$ cat config.mk
export PLATFORM = sky130hd
export DESIGN_NAME = mc_sequencer
export DESIGN_NICKNAME = d
export VERILOG_FILES = /design/src/rtl/mc_sequencer.sv
export SDC_FILE = /design/constraint.sdc
export NUM_CORES = 1
export LEC_CHECK = 0
export BUFFER_PORTS_ARGS = -buffer_cell sky130_fd_sc_hd__buf_2
export CELL_PAD_IN_SITES_DETAIL_PLACEMENT = 2
export CELL_PAD_IN_SITES_GLOBAL_PLACEMENT = 2
export CORE_UTILIZATION = 31
export CTS_BUF_LIST = sky130_fd_sc_hd__clkbuf_4 sky130_fd_sc_hd__clkbuf_8
export CTS_CLUSTER_DIAMETER = 40
export DETAILED_ROUTE_END_ITERATION = 8
export PLACE_DENSITY_LB_ADDON = 0.1
export SLEW_MARGIN = 20
export SYNTH_ARGS = -nofsm -noshare
export SYNTH_HDL_FRONTEND = slang
export SYNTH_SLANG_ARGS = --single-unit
$ cat constraint.sdc
create_clock -name clock -period 3 [get_ports clock]
set_input_delay 0.3 -clock clock [delete_from_list [all_inputs] [get_ports clock]]
set_output_delay 0.3 -clock clock [all_outputs]
set_load 0.01 [all_outputs]
$ cat src/rtl/mc_sequencer.sv
// Multi-cycle instruction sequencer for the MIPS subset core: owns pc, ir, the trap flag and the
// retired-instruction counter, and decodes datapath strobes from state and ir.
//
// state  | meaning
// FETCH  | request instruction at pc, hold until mem_ready
// DECODE | classify ir, illegal encodings go to TRAP
// EXEC   | ALU operation; branches, j, jal and jr resolve here
// MEM    | lw/sw data access, hold until mem_ready
// WB     | single-cycle register-file write
// TRAP   | illegal instruction or misaligned jr; left only by reset
module mc_sequencer #(
  parameter int              XLEN         = 32,
  parameter logic [XLEN-1:0] RESET_VECTOR = '0,
  parameter int              CNT_W        = 32
) (
  input  logic             clock,
  input  logic             reset,
  input  logic [31:0]      mem_rdata,
  input  logic             mem_ready,
  input  logic             alu_zero,
  input  logic [XLEN-1:0]  rs_data,
  output logic [XLEN-1:0]  pc,
  output logic [31:0]      ir,
  output logic             mem_req,
  output logic             mem_we,
  output logic             mem_addr_sel,
  output logic             reg_we,
  output logic [1:0]       dst_sel,
  output logic [1:0]       wb_sel,
  output logic             alu_src_imm,
  output logic [1:0]       alu_mode,
  output logic [2:0]       state,
  output logic             trap,
  output logic [CNT_W-1:0] retired
);

  typedef enum logic [2:0] {
    S_FETCH  = 3'd0,
    S_DECODE = 3'd1,
    S_EXEC   = 3'd2,
    S_MEM    = 3'd3,
    S_WB     = 3'd4,
    S_TRAP   = 3'd7
  } state_t;

  localparam logic [5:0] OP_RTYPE = 6'h00;
  localparam logic [5:0] OP_J     = 6'h02;
  localparam logic [5:0] OP_JAL   = 6'h03;
  localparam logic [5:0] OP_BEQ   = 6'h04;
  localparam logic [5:0] OP_BNE   = 6'h05;
  localparam logic [5:0] OP_ADDI  = 6'h08;
  localparam logic [5:0] OP_LW    = 6'h23;
  localparam logic [5:0] OP_SW    = 6'h2B;

  localparam logic [5:0] FN_JR    = 6'h08;
  localparam logic [5:0] FN_ADD   = 6'h20;
  localparam logic [5:0] FN_SUB   = 6'h22;
  localparam logic [5:0] FN_AND   = 6'h24;
  localparam logic [5:0] FN_OR    = 6'h25;
  localparam logic [5:0] FN_SLT   = 6'h2A;

  localparam logic [XLEN-1:0]  PC_STEP = XLEN'(4);
  localparam logic [CNT_W-1:0] CNT_ONE = CNT_W'(1);

  state_t           state_q, state_d;
  logic [XLEN-1:0]  pc_q, pc_d;
  logic [31:0]      ir_q, ir_d;
  logic             trap_q, trap_d;
  logic [CNT_W-1:0] retired_q, retired_d;

  logic [5:0] opcode;
  logic [5:0] funct;
  logic       is_rtype, is_alu_r, is_jr, is_addi, is_lw, is_sw;
  logic       is_beq, is_bne, is_j, is_jal, is_legal;
  logic       br_taken, jr_misaligned;

  logic [XLEN-1:0] br_offset;
  logic [XLEN-1:0] br_target;
  logic [XLEN-1:0] j_target;

  assign opcode   = ir_q[31:26];
  assign funct    = ir_q[5:0];
  assign is_rtype = (opcode == OP_RTYPE);
  assign is_alu_r = is_rtype && ((funct == FN_ADD) || (funct == FN_SUB) || (funct == FN_AND) ||
                                 (funct == FN_OR)  || (funct == FN_SLT));
  assign is_jr    = is_rtype && (funct == FN_JR);
  assign is_addi  = (opcode == OP_ADDI);
  assign is_lw    = (opcode == OP_LW);
  assign is_sw    = (opcode == OP_SW);
  assign is_beq   = (opcode == OP_BEQ);
  assign is_bne   = (opcode == OP_BNE);
  assign is_j     = (opcode == OP_J);
  assign is_jal   = (opcode == OP_JAL);
  assign is_legal = is_alu_r | is_jr | is_addi | is_lw | is_sw | is_beq | is_bne | is_j | is_jal;

  // pc_q already points past the branch, so the offset is relative to pc+4
  assign br_offset     = {{(XLEN-18){ir_q[15]}}, ir_q[15:0], 2'b00};
  assign br_target     = pc_q + br_offset;
  assign j_target      = {pc_q[XLEN-1:28], ir_q[25:0], 2'b00};
  assign br_taken      = is_beq ? alu_zero : ~alu_zero;
  assign jr_misaligned = (rs_data[1:0] != 2'b00);

  always_comb begin
    state_d   = state_q;
    pc_d      = pc_q;
    ir_d      = ir_q;
    trap_d    = trap_q;
    retired_d = retired_q;
    case (state_q)
      S_FETCH: begin
        if (mem_ready) begin
          ir_d    = mem_rdata;
          pc_d    = pc_q + PC_STEP;
          state_d = S_DECODE;
        end
      end
      S_DECODE: begin
        if (is_legal) begin
          state_d = S_EXEC;
        end else begin
          state_d = S_TRAP;
          trap_d  = 1'b1;
        end
      end
      S_EXEC: begin
        if (is_jr) begin
          if (jr_misaligned) begin
            state_d = S_TRAP;
            trap_d  = 1'b1;
          end else begin
            pc_d      = rs_data;
            state_d   = S_FETCH;
            retired_d = retired_q + CNT_ONE;
          end
        end else if (is_alu_r || is_addi) begin
          state_d = S_WB;
        end else if (is_lw || is_sw) begin
          state_d = S_MEM;
        end else begin
          if (is_j || is_jal) begin
            pc_d = j_target;
          end else if (br_taken) begin
            pc_d = br_target;
          end
          state_d   = S_FETCH;
          retired_d = retired_q + CNT_ONE;
        end
      end
      S_MEM: begin
        if (mem_ready) begin
          if (is_sw) begin
            state_d   = S_FETCH;
            retired_d = retired_q + CNT_ONE;
          end else begin
            state_d = S_WB;
          end
        end
      end
      S_WB: begin
        state_d   = S_FETCH;
        retired_d = retired_q + CNT_ONE;
      end
      S_TRAP: begin
        state_d = S_TRAP;
      end
      default: begin
        state_d = S_FETCH;
      end
    endcase
  end

  always_ff @(posedge clock) begin
    if (reset) begin
      state_q   <= S_FETCH;
      pc_q      <= RESET_VECTOR;
      ir_q      <= '0;
      trap_q    <= 1'b0;
      retired_q <= '0;
    end else begin
      state_q   <= state_d;
      pc_q      <= pc_d;
      ir_q      <= ir_d;
      trap_q    <= trap_d;
      retired_q <= retired_d;
    end
  end

  // Strobes are forced low while reset is held so an in-flight access is dropped cleanly
  always_comb begin
    mem_req      = 1'b0;
    mem_we       = 1'b0;
    mem_addr_sel = 1'b0;
    reg_we       = 1'b0;
    dst_sel      = 2'd0;
    wb_sel       = 2'd0;
    alu_src_imm  = 1'b0;
    alu_mode     = 2'd0;
    if (!reset) begin
      case (state_q)
        S_FETCH: begin
          mem_req = 1'b1;
        end
        S_EXEC: begin
          if (is_rtype) begin
            alu_mode = 2'd2;
          end else if (is_addi || is_lw || is_sw) begin
            alu_src_imm = 1'b1;
            alu_mode    = 2'd0;
          end else if (is_beq || is_bne) begin
            alu_mode = 2'd1;
          end else if (is_jal) begin
            reg_we  = 1'b1;
            dst_sel = 2'd2;
            wb_sel  = 2'd2;
          end
        end
        S_MEM: begin
          mem_req      = 1'b1;
          mem_addr_sel = 1'b1;
          alu_src_imm  = 1'b1;
          alu_mode     = 2'd0;
          mem_we       = is_sw;
        end
        S_WB: begin
          reg_we = 1'b1;
          if (is_rtype) begin
            dst_sel = 2'd1;
            wb_sel  = 2'd0;
          end else if (is_lw) begin
            dst_sel = 2'd0;
            wb_sel  = 2'd1;
          end else begin
            dst_sel = 2'd0;
            wb_sel  = 2'd0;
          end
        end
        default: begin
          mem_req = 1'b0;
        end
      endcase
    end
  end

  assign pc      = pc_q;
  assign ir      = ir_q;
  assign state   = state_q;
  assign trap    = trap_q;
  assign retired = retired_q;

endmodule

After elaboration in Yosys (flattened, before gate mapping) --
Index checks and enable logic that the tools add are counted.
Storage, ports and cells: register bits 100, output and inout port bits 111, input bits 68
Cells by class: equal/unequal tests 30, reduce and logical (&&, ||, !) cells 25, mux-type cells 61, bitwise operators 9, add/sub/neg operators 3
Operator list (count):
- $mux 32 | 13
- $pmux 32 s3 | 1
- $pmux 32 s2 | 1
- $eq 6x6->1 const B | 7
- $add 32x1->32 const B | 1
- $add 32x3->32 const B | 1
- $add 32x32->32 | 1
- $mux 1 | 23
- $mux 3 | 7
- $mux 2 | 10
- $ne 3x3->1 const B | 5
- $pmux 3 s5 | 1
- $eq 6x2->1 const B | 2
- $eq 6x3->1 const B | 2
- $eq 6x4->1 const B | 2
- $ne 2x2->1 const B | 6
- $reduce_and 6->1 | 2
- $logic_or 1x1->1 | 10
- $or 1x1->1 | 8
- $pmux 2 s2 | 2
- $reduce_and 7->1 | 1
- $eq 3x2->1 const B | 2
- $eq 3x3->1 const B | 2
- $logic_not 6->1 | 1
- 11 further kinds | 17

Depth between registers and ports, before layout --
Gate-level depths: netlist of the first run.
word-level depth 16, gate-level depth with buffers 11, depth with buffers taken out 11

Worst setup path after synthesis of the first run --
No wires, ideal clock.
path type flip-flop to flip-flop, start reg ir_q[15], in the netlist ir[15], end reg pc_q[30], in the netlist pc[30], library setup time 0.101 ns, arrival 2.620 ns, stages on the path, launching flop included 11, setup slack 0.279 ns, path buffers 1, period minus slack after synthesis 2.721 ns, cells stage by stage dfxtp_1 ha_1 clkbuf_1 a21o_1 a211oi_1 o211ai_1 or2_2 o21ai_1 a211oi_1 mux2i_1 o41ai_1
Between the ends: longest elaborated chain between the ends 7
Ends and longest elaborated chain:
- start: declaration | line 67 | logic [31:0] ir_q, ir_d;
- start signal: assignment | line 182 | ir_q <= ir_d;
- $add 32x32->32 | line 98 | assign br_target = pc_q + br_offset;
- $mux 32 | line 142 | end else if (br_taken) begin
- $mux 32 | line 140 | if (is_j || is_jal) begin
- $mux 32 | line 137 | end else if (is_lw || is_sw) begin
- $mux 32 | line 135 | end else if (is_alu_r || is_addi) begin
- $mux 32 | line 126 | if (is_jr) begin
- $pmux 32 s2 | line 109 | case (state_q)
- end signal: assignment | line 181 | pc_q <= pc_d;
- end: declaration | line 66 | logic [XLEN-1:0] pc_q, pc_d;
No other way between the ends. The select of a mux whose other input is x is not followed. A chain may end at the register's enable or synchronous reset.

Worst setup path after layout of the first run --
start reg pc_q[4], in the netlist pc[4], end reg pc_q[29], in the netlist pc[29]
Between the ends: longest elaborated chain between the ends 7, elaborated cells between the ends (all ways) 9, classes of those cells 2 x add/sub; 7 x mux
Ends and longest elaborated chain (line):
- $add 32x32->32 | 98
- $mux 32 | 142
- $mux 32 | 140
- $mux 32 | 137
- $mux 32 | 135
- $mux 32 | 126
- $pmux 32 s2 (*) | 109
Mark *: on every way between the ends. The rest lies on a longest branch, timed or not. The select of a mux whose other input is x is not followed.

==> reports/qor.txt, run 1 <==
Critical Path RT -> 3340 ps
Initial DRT Pass Iterations -> 4
core area -> 0.0227 mm2
DP HPWL -> 22,400 um
Hold Crit Class -> in -> reg
setup violators final -> 0
gp weighted congestion -> 0.838
post-CTS setup buffer count -> 0
power share of the combinational group -> 30.1%
Yosys reg bits -> 100
Avg WL per Cell -> 21.1 um
worst-margin pin slew -> 732 ps
TNS Setup -> 0 ps
DRC violations left -> 0
Die Area -> 0.0238 mm2
final total power -> 3.65 mW
H-tree levels -> 3
Syn-to-layout area delta -> 22.9%
switching power of the nets -> 1.35 mW
# Max-Cap Violations -> 0
via count -> 8,049
io pins -> 179
pin count of the biggest net entering global routing -> 52
# hold bufs at CTS -> 0
critical path arrival -> 3080 ps
utilization after layout -> 38.9%
commonest non-fill, non-tap cells in the layout -> 177 x buf_2, 129 x nand2_1, 100 x dfxtp_1, 87 x a21oi_1, 85 x nor2_1
Seq pwr share -> 41.7%
Die X -> 154 um
syn nets -> 1,053
TritonCTS Buffers -> 9
Slew HR -> 51.2%
Setup crit end kind -> flop
Vias/cell -> 5.64
drt total wl -> 30,100 um
antenna violations before repair -> 0
Setup CP Type -> reg -> reg
die height -> 154 um
Power Internal -> 2.30 mW
Hold Worst Slack -> 120 ps
Clock Skews -> 17.1 ps
Antenna Nets Post-Route -> 0
Post-synth EDFFs -> 0
YS warnings -> 0
PD cells -> 413 mW/mm2
switch share -> 37.1%
area post-placement -> 0.00858 mm2
VDD IR-drop max -> 0.190 mV
crit-path max FO -> 7
Clock Tree Buf Depth -> 2
CTS sink count -> 100
Total Routing Usage GR -> 25.4%
TritonCTS clock tree -> built
fin nets -> 1,237
Post-synth top flop -> dfxtp_1
Reg clk slew, reported paths -> 110 ps
FP Rows -> 55
Synth Instances -> 953
Final Slew Violations -> 0
Post-synth ARST share -> 0%
starting density of the core -> 31.6%
clock network power share -> 28.2%
Root Buffer -> clkbuf_8
total congestion overflow -> 0
Worst-Skew Late Latency -> 400 ps
ratio of cells with drive above 1 in the final layout -> 25.0%
fmax -> 364 MHz
final hold vios -> 0
cts repair resizes -> 0
Final Critical Period -> 2740 ps
final instance area -> 0.00883 mm2
Tcrit/Tclk final -> 91.5%
Yosys cell types -> 82
commonest non-fill, non-tap cell in the layout -> buf_2
Syn Std Cell Area -> 0.00718 mm2
startpoint types -> flop
syn_area_per_cell -> 7.54 um2
first-pass GRT wire length -> 47,600 um
vias in the first global route -> 8,501
sequential element share of the synthesized area -> 27.9%
Detailed Route Iter0 Violations -> 352
PortBufs -> 178
# diodes -> 0
Leak -> 3.76 nW
status -> completed
==> worst max-delay path: stages (launching register included) <==
cell      delay (ps)
dfxtp_1          490
ha_1             290
o21ai_0          180
o21ai_2          250
nand3_1          180
a21boi_2         300
a21oi_2          150
a311o_1          370
or3_1            360
nand3_1           90
==> through the flow <==
step | setup slack (ps) | instances
after CTS | 6.12 | 1426
after detailed placement | 101 | 1411
after floorplan | 279 | 953
after global routing | -6.79 | 1426
after global placement | 226 | 1411
final | 256 | 1426
==> power groups by stage <==
| stage | registers [mW] | logic, mW | clock network [mW] |
|---|---|---|---|
| floorplan | 1.56 | 0.635 | 0 |
| global placement | 1.55 | 1.07 | 0 |
| detailed placement | 1.55 | 1.10 | 0 |
| CTS | 1.52 | 1.10 | 1.07 |
| global route | 1.53 | 1.21 | 1.10 |
| finish | 1.52 | 1.10 | 1.03 |
==> layer usage <==
metal | up-vias | share of wire (%) | track usage [%]
met4 | 0 | 1.4 | 6.19
met3 | 27 | 3.8 | 3.36
met2 | 161 | 47 | 42.8
met5 | - | 0 | 0
li1 | 3861 | - | -
met1 | 4000 | 48 | 34.3
==> synth_stat cells (14+ instances only) <==
cell | count | area, um2
nand3_1 | 34 | 170
a21oi_1 | 89 | 445
a211oi_1 | 19 | 143
clkbuf_1 | 41 | 154
dfxtp_1 | 100 | 2000
a31oi_1 | 18 | 113
nor2_1 | 87 | 327
nand4_1 | 18 | 113
and3_1 | 17 | 106
inv_1 | 20 | 75.1
a21o_1 | 14 | 105
xnor2_1 | 44 | 385
o21ai_0 | 32 | 160
nand2_1 | 129 | 484
nor3_1 | 38 | 190
ha_1 | 31 | 388
==> logic make-up after synthesis <==
kind of cell / after synthesis / synth area share [%]
simple gates: 417 / 29.5
compound gates: 267 / 24.6
flops: 100 / 27.9
buf+inv: 73 / 4.30
xor+xnor: 53 / 6.46
fa+ha+maj: 32 / 5.68
mux: 11 / 1.62
==> worst paths after layout <==
path	to	depth (start not counted)	slack (ps)	from
setup / recovery	pc[29]	9	260	pc[4]
hold / removal	ir[6]	3	120	mem_rdata[6]
hold reg to reg	trap	2	480	trap
setup reg to reg	pc[29]	9	260	pc[4]
==> flip-flops by register name, indices dropped and copies added (netlist names) <==
signal   count
ir          32
pc          32
retired     32
state        3
trap         1
==> area by class of cell <==
cell class | instances | area [um2]
fillers | 2742 | 13900
multi-input cells | 780 | 4920
flip-flops and latches | 100 | 2000
repair buffers | 226 | 1270
well taps | 285 | 357
clock buffers | 9 | 124
clock inverters | 6 | 87.6
inverters | 20 | 75.1
No activity file was read; power rests on OpenSTA's default activity.
==> run 2, diff against run 1 <==
MAX_ROUTING_LAYER = met4   (was unset)
==> run 2 against run 1 <==
- sequential share of layout area about the same
- clock power about the same
- worst hold slack worse by 1.3 ps
- utilization about the same
- combinational power about the same
- via count up 0.47%
- cell area about the same
- clock-buffer cell count unchanged
- critical path depth unchanged
- largest cell class unchanged
==> reports/qor.txt, run 2 (synthesis results as in run 1) <==
Detailed Route Iter0 Violations -> 339 (-3.7%)
Layout Cells excl Fill -> 1,426 (unchanged)
FP Rows -> 55 (unchanged)
gp weighted congestion -> 0.851 (+1.5%)
Leak -> 3.76 nW (about the same)
commonest non-fill, non-tap cell in the layout -> buf_2
Worst-Skew Late Latency -> 400 ps (about the same)
Register Area -> 0.00200 mm2 (about the same)
worst-margin pin slew -> 747 ps (+15.6 ps)
Setup crit end kind -> flop
reg2reg setup slack -> 250 ps (about the same)
Die Area -> 0.0238 mm2 (unchanged)
core area -> 0.0227 mm2 (unchanged)
first-pass GRT wire length -> 47,600 um (about the same)
VDD IR-drop max -> 0.191 mV (+0.68%)
H-tree levels -> 3 (unchanged)
Tcrit/Tclk final -> 91.7% (+0.26 points)
Initial DRT Pass Iterations -> 4 (unchanged)
Avg WL per Cell -> 21.1 um (about the same)
Hold Worst Slack -> 119 ps (-1.27 ps)
Reg clk slew, reported paths -> 110 ps (about the same)
Clock Tree Buf Depth -> 2 (unchanged)
final hold vios -> 0 (unchanged)
area occupied by multi-input gates -> 0.00492 mm2 (unchanged)
Clock Skews -> 15.7 ps (-1.38 ps)
DRC violations left -> 0 (unchanged)
post-CTS setup buffer count -> 0 (unchanged)
die height -> 154 um (unchanged)
vias in the first global route -> 8,516 (+0.18%)
pin count of the biggest net entering global routing -> 52 (unchanged)
PortBufs -> 178 (unchanged)
final total power -> 3.65 mW (about the same)
Vias/cell -> 5.67 (+0.47%)
busiest grt layer -> met2
TritonCTS clock tree -> built
DP HPWL -> 22,400 um (unchanged)
setup violators final -> 0 (unchanged)
utilization after layout -> 38.9% (about the same)
crit-path max FO -> 19 (+12)
via count -> 8,087 (+0.47%)
# Max-Cap Violations -> 0 (unchanged)
Final Slew Violations -> 0 (unchanged)
startpoint types -> flop
Hold Crit Class -> in -> reg
Antenna Nets Post-Route -> 0 (unchanged)
fmax -> 363 MHz (-0.28%)
# diodes -> 0 (unchanged)
placed cells -> 1,411 (unchanged)
drt total wl -> 30,100 um (about the same)
critical path arrival -> 3050 ps (-30 ps)
fin nets -> 1,237 (unchanged)
io pins -> 179 (unchanged)
met3 Use GR -> 3.28% (-0.084 points)
Final Critical Period -> 2750 ps (+7.66 ps)
Die X -> 154 um (unchanged)
starting density of the core -> 31.6% (unchanged)
Setup CP Type -> reg -> reg
Syn-to-layout area delta -> 22.9% (about the same)
TritonCTS Buffers -> 9 (unchanged)
ratio of cells with drive above 1 in the final layout -> 25.1% (+0.088 points)
Fill cells -> 2,742 (unchanged)
total congestion overflow -> 0 (unchanged)
cts repair resizes -> 0 (unchanged)
status -> completed
Slew HR -> 50.1% (-1.0 points)
grt met2 use -> 42.8% (unchanged)
Root Buffer -> clkbuf_8
grt met1 use -> 34.3% (+0.052 points)
Total Routing Usage GR -> 26.2% (+0.76 points)
CTS sink count -> 100 (unchanged)
worst hold stages -> 3 (unchanged)
worst reg2reg path depth -> 9 (unchanged)
Critical Path RT -> 3290 ps (-50 ps)
commonest non-fill, non-tap cells in the layout -> 177 x buf_2, 129 x nand2_1, 99 x dfxtp_1, 87 x a21oi_1, 85 x nor2_1
antenna violations before repair -> 0 (unchanged)
PD cells -> 413 mW/mm2 (about the same)
# hold bufs at CTS -> 0 (unchanged)
==> run 2: layer usage <==
metal  wire, um  vias up  share of wire (%)
li1           -     3866                  -
met1      14500     4031                 48
met2      14100      163                 47
met3       1090       27                3.6
met4        429        0                1.4
met5          0        -                  0
==> run 2: where the power goes <==
group / switching, mW / internal (mW)
sequential: 0.117 / 1.40
combinational: 0.677 / 0.423
clock: 0.561 / 0.468
total: 1.35 / 2.30
==> run 2: worst paths after layout <==
path | startpoint | end
setup / recovery | ir[29] | pc[30]
hold / removal | mem_rdata[6] | ir[6]
setup reg to reg | ir[29] | pc[30]
hold reg to reg | trap | trap
==> run 2: final cells by class <==
class / instances / area share, %
Clock buffer: 9 / 1.40
Clock inverter: 6 / 0.992
Inverter: 20 / 0.850
Multi-Input combinational cell: 780 / 55.7
Sequential cell: 100 / 22.7
Tap cell: 285 / 4.04
Timing Repair Buffer: 226 / 14.3
==> run 2: per-stage QoR <==
stage	TNS, ps	area [um2]	setup slack (ps)
4_1_cts	0	8790	6.12
3_5_place_dp	0	8580	101
3_3_place_gp	0	8580	226
6_report	0	8830	248
2_1_floorplan	0	7180	279
5_1_grt	-6.43	8830	-6.43
==> run 2: critical path, stage by stage, from the launching register on <==
cell,delay (ps)
dfxtp_1,450
or3_4,450
nor3b_4,310
nand2_2,100
buf_4,240
nand2_1,190
o21a_2,290
o211ai_1,170
o32a_1,370
o41ai_1,70
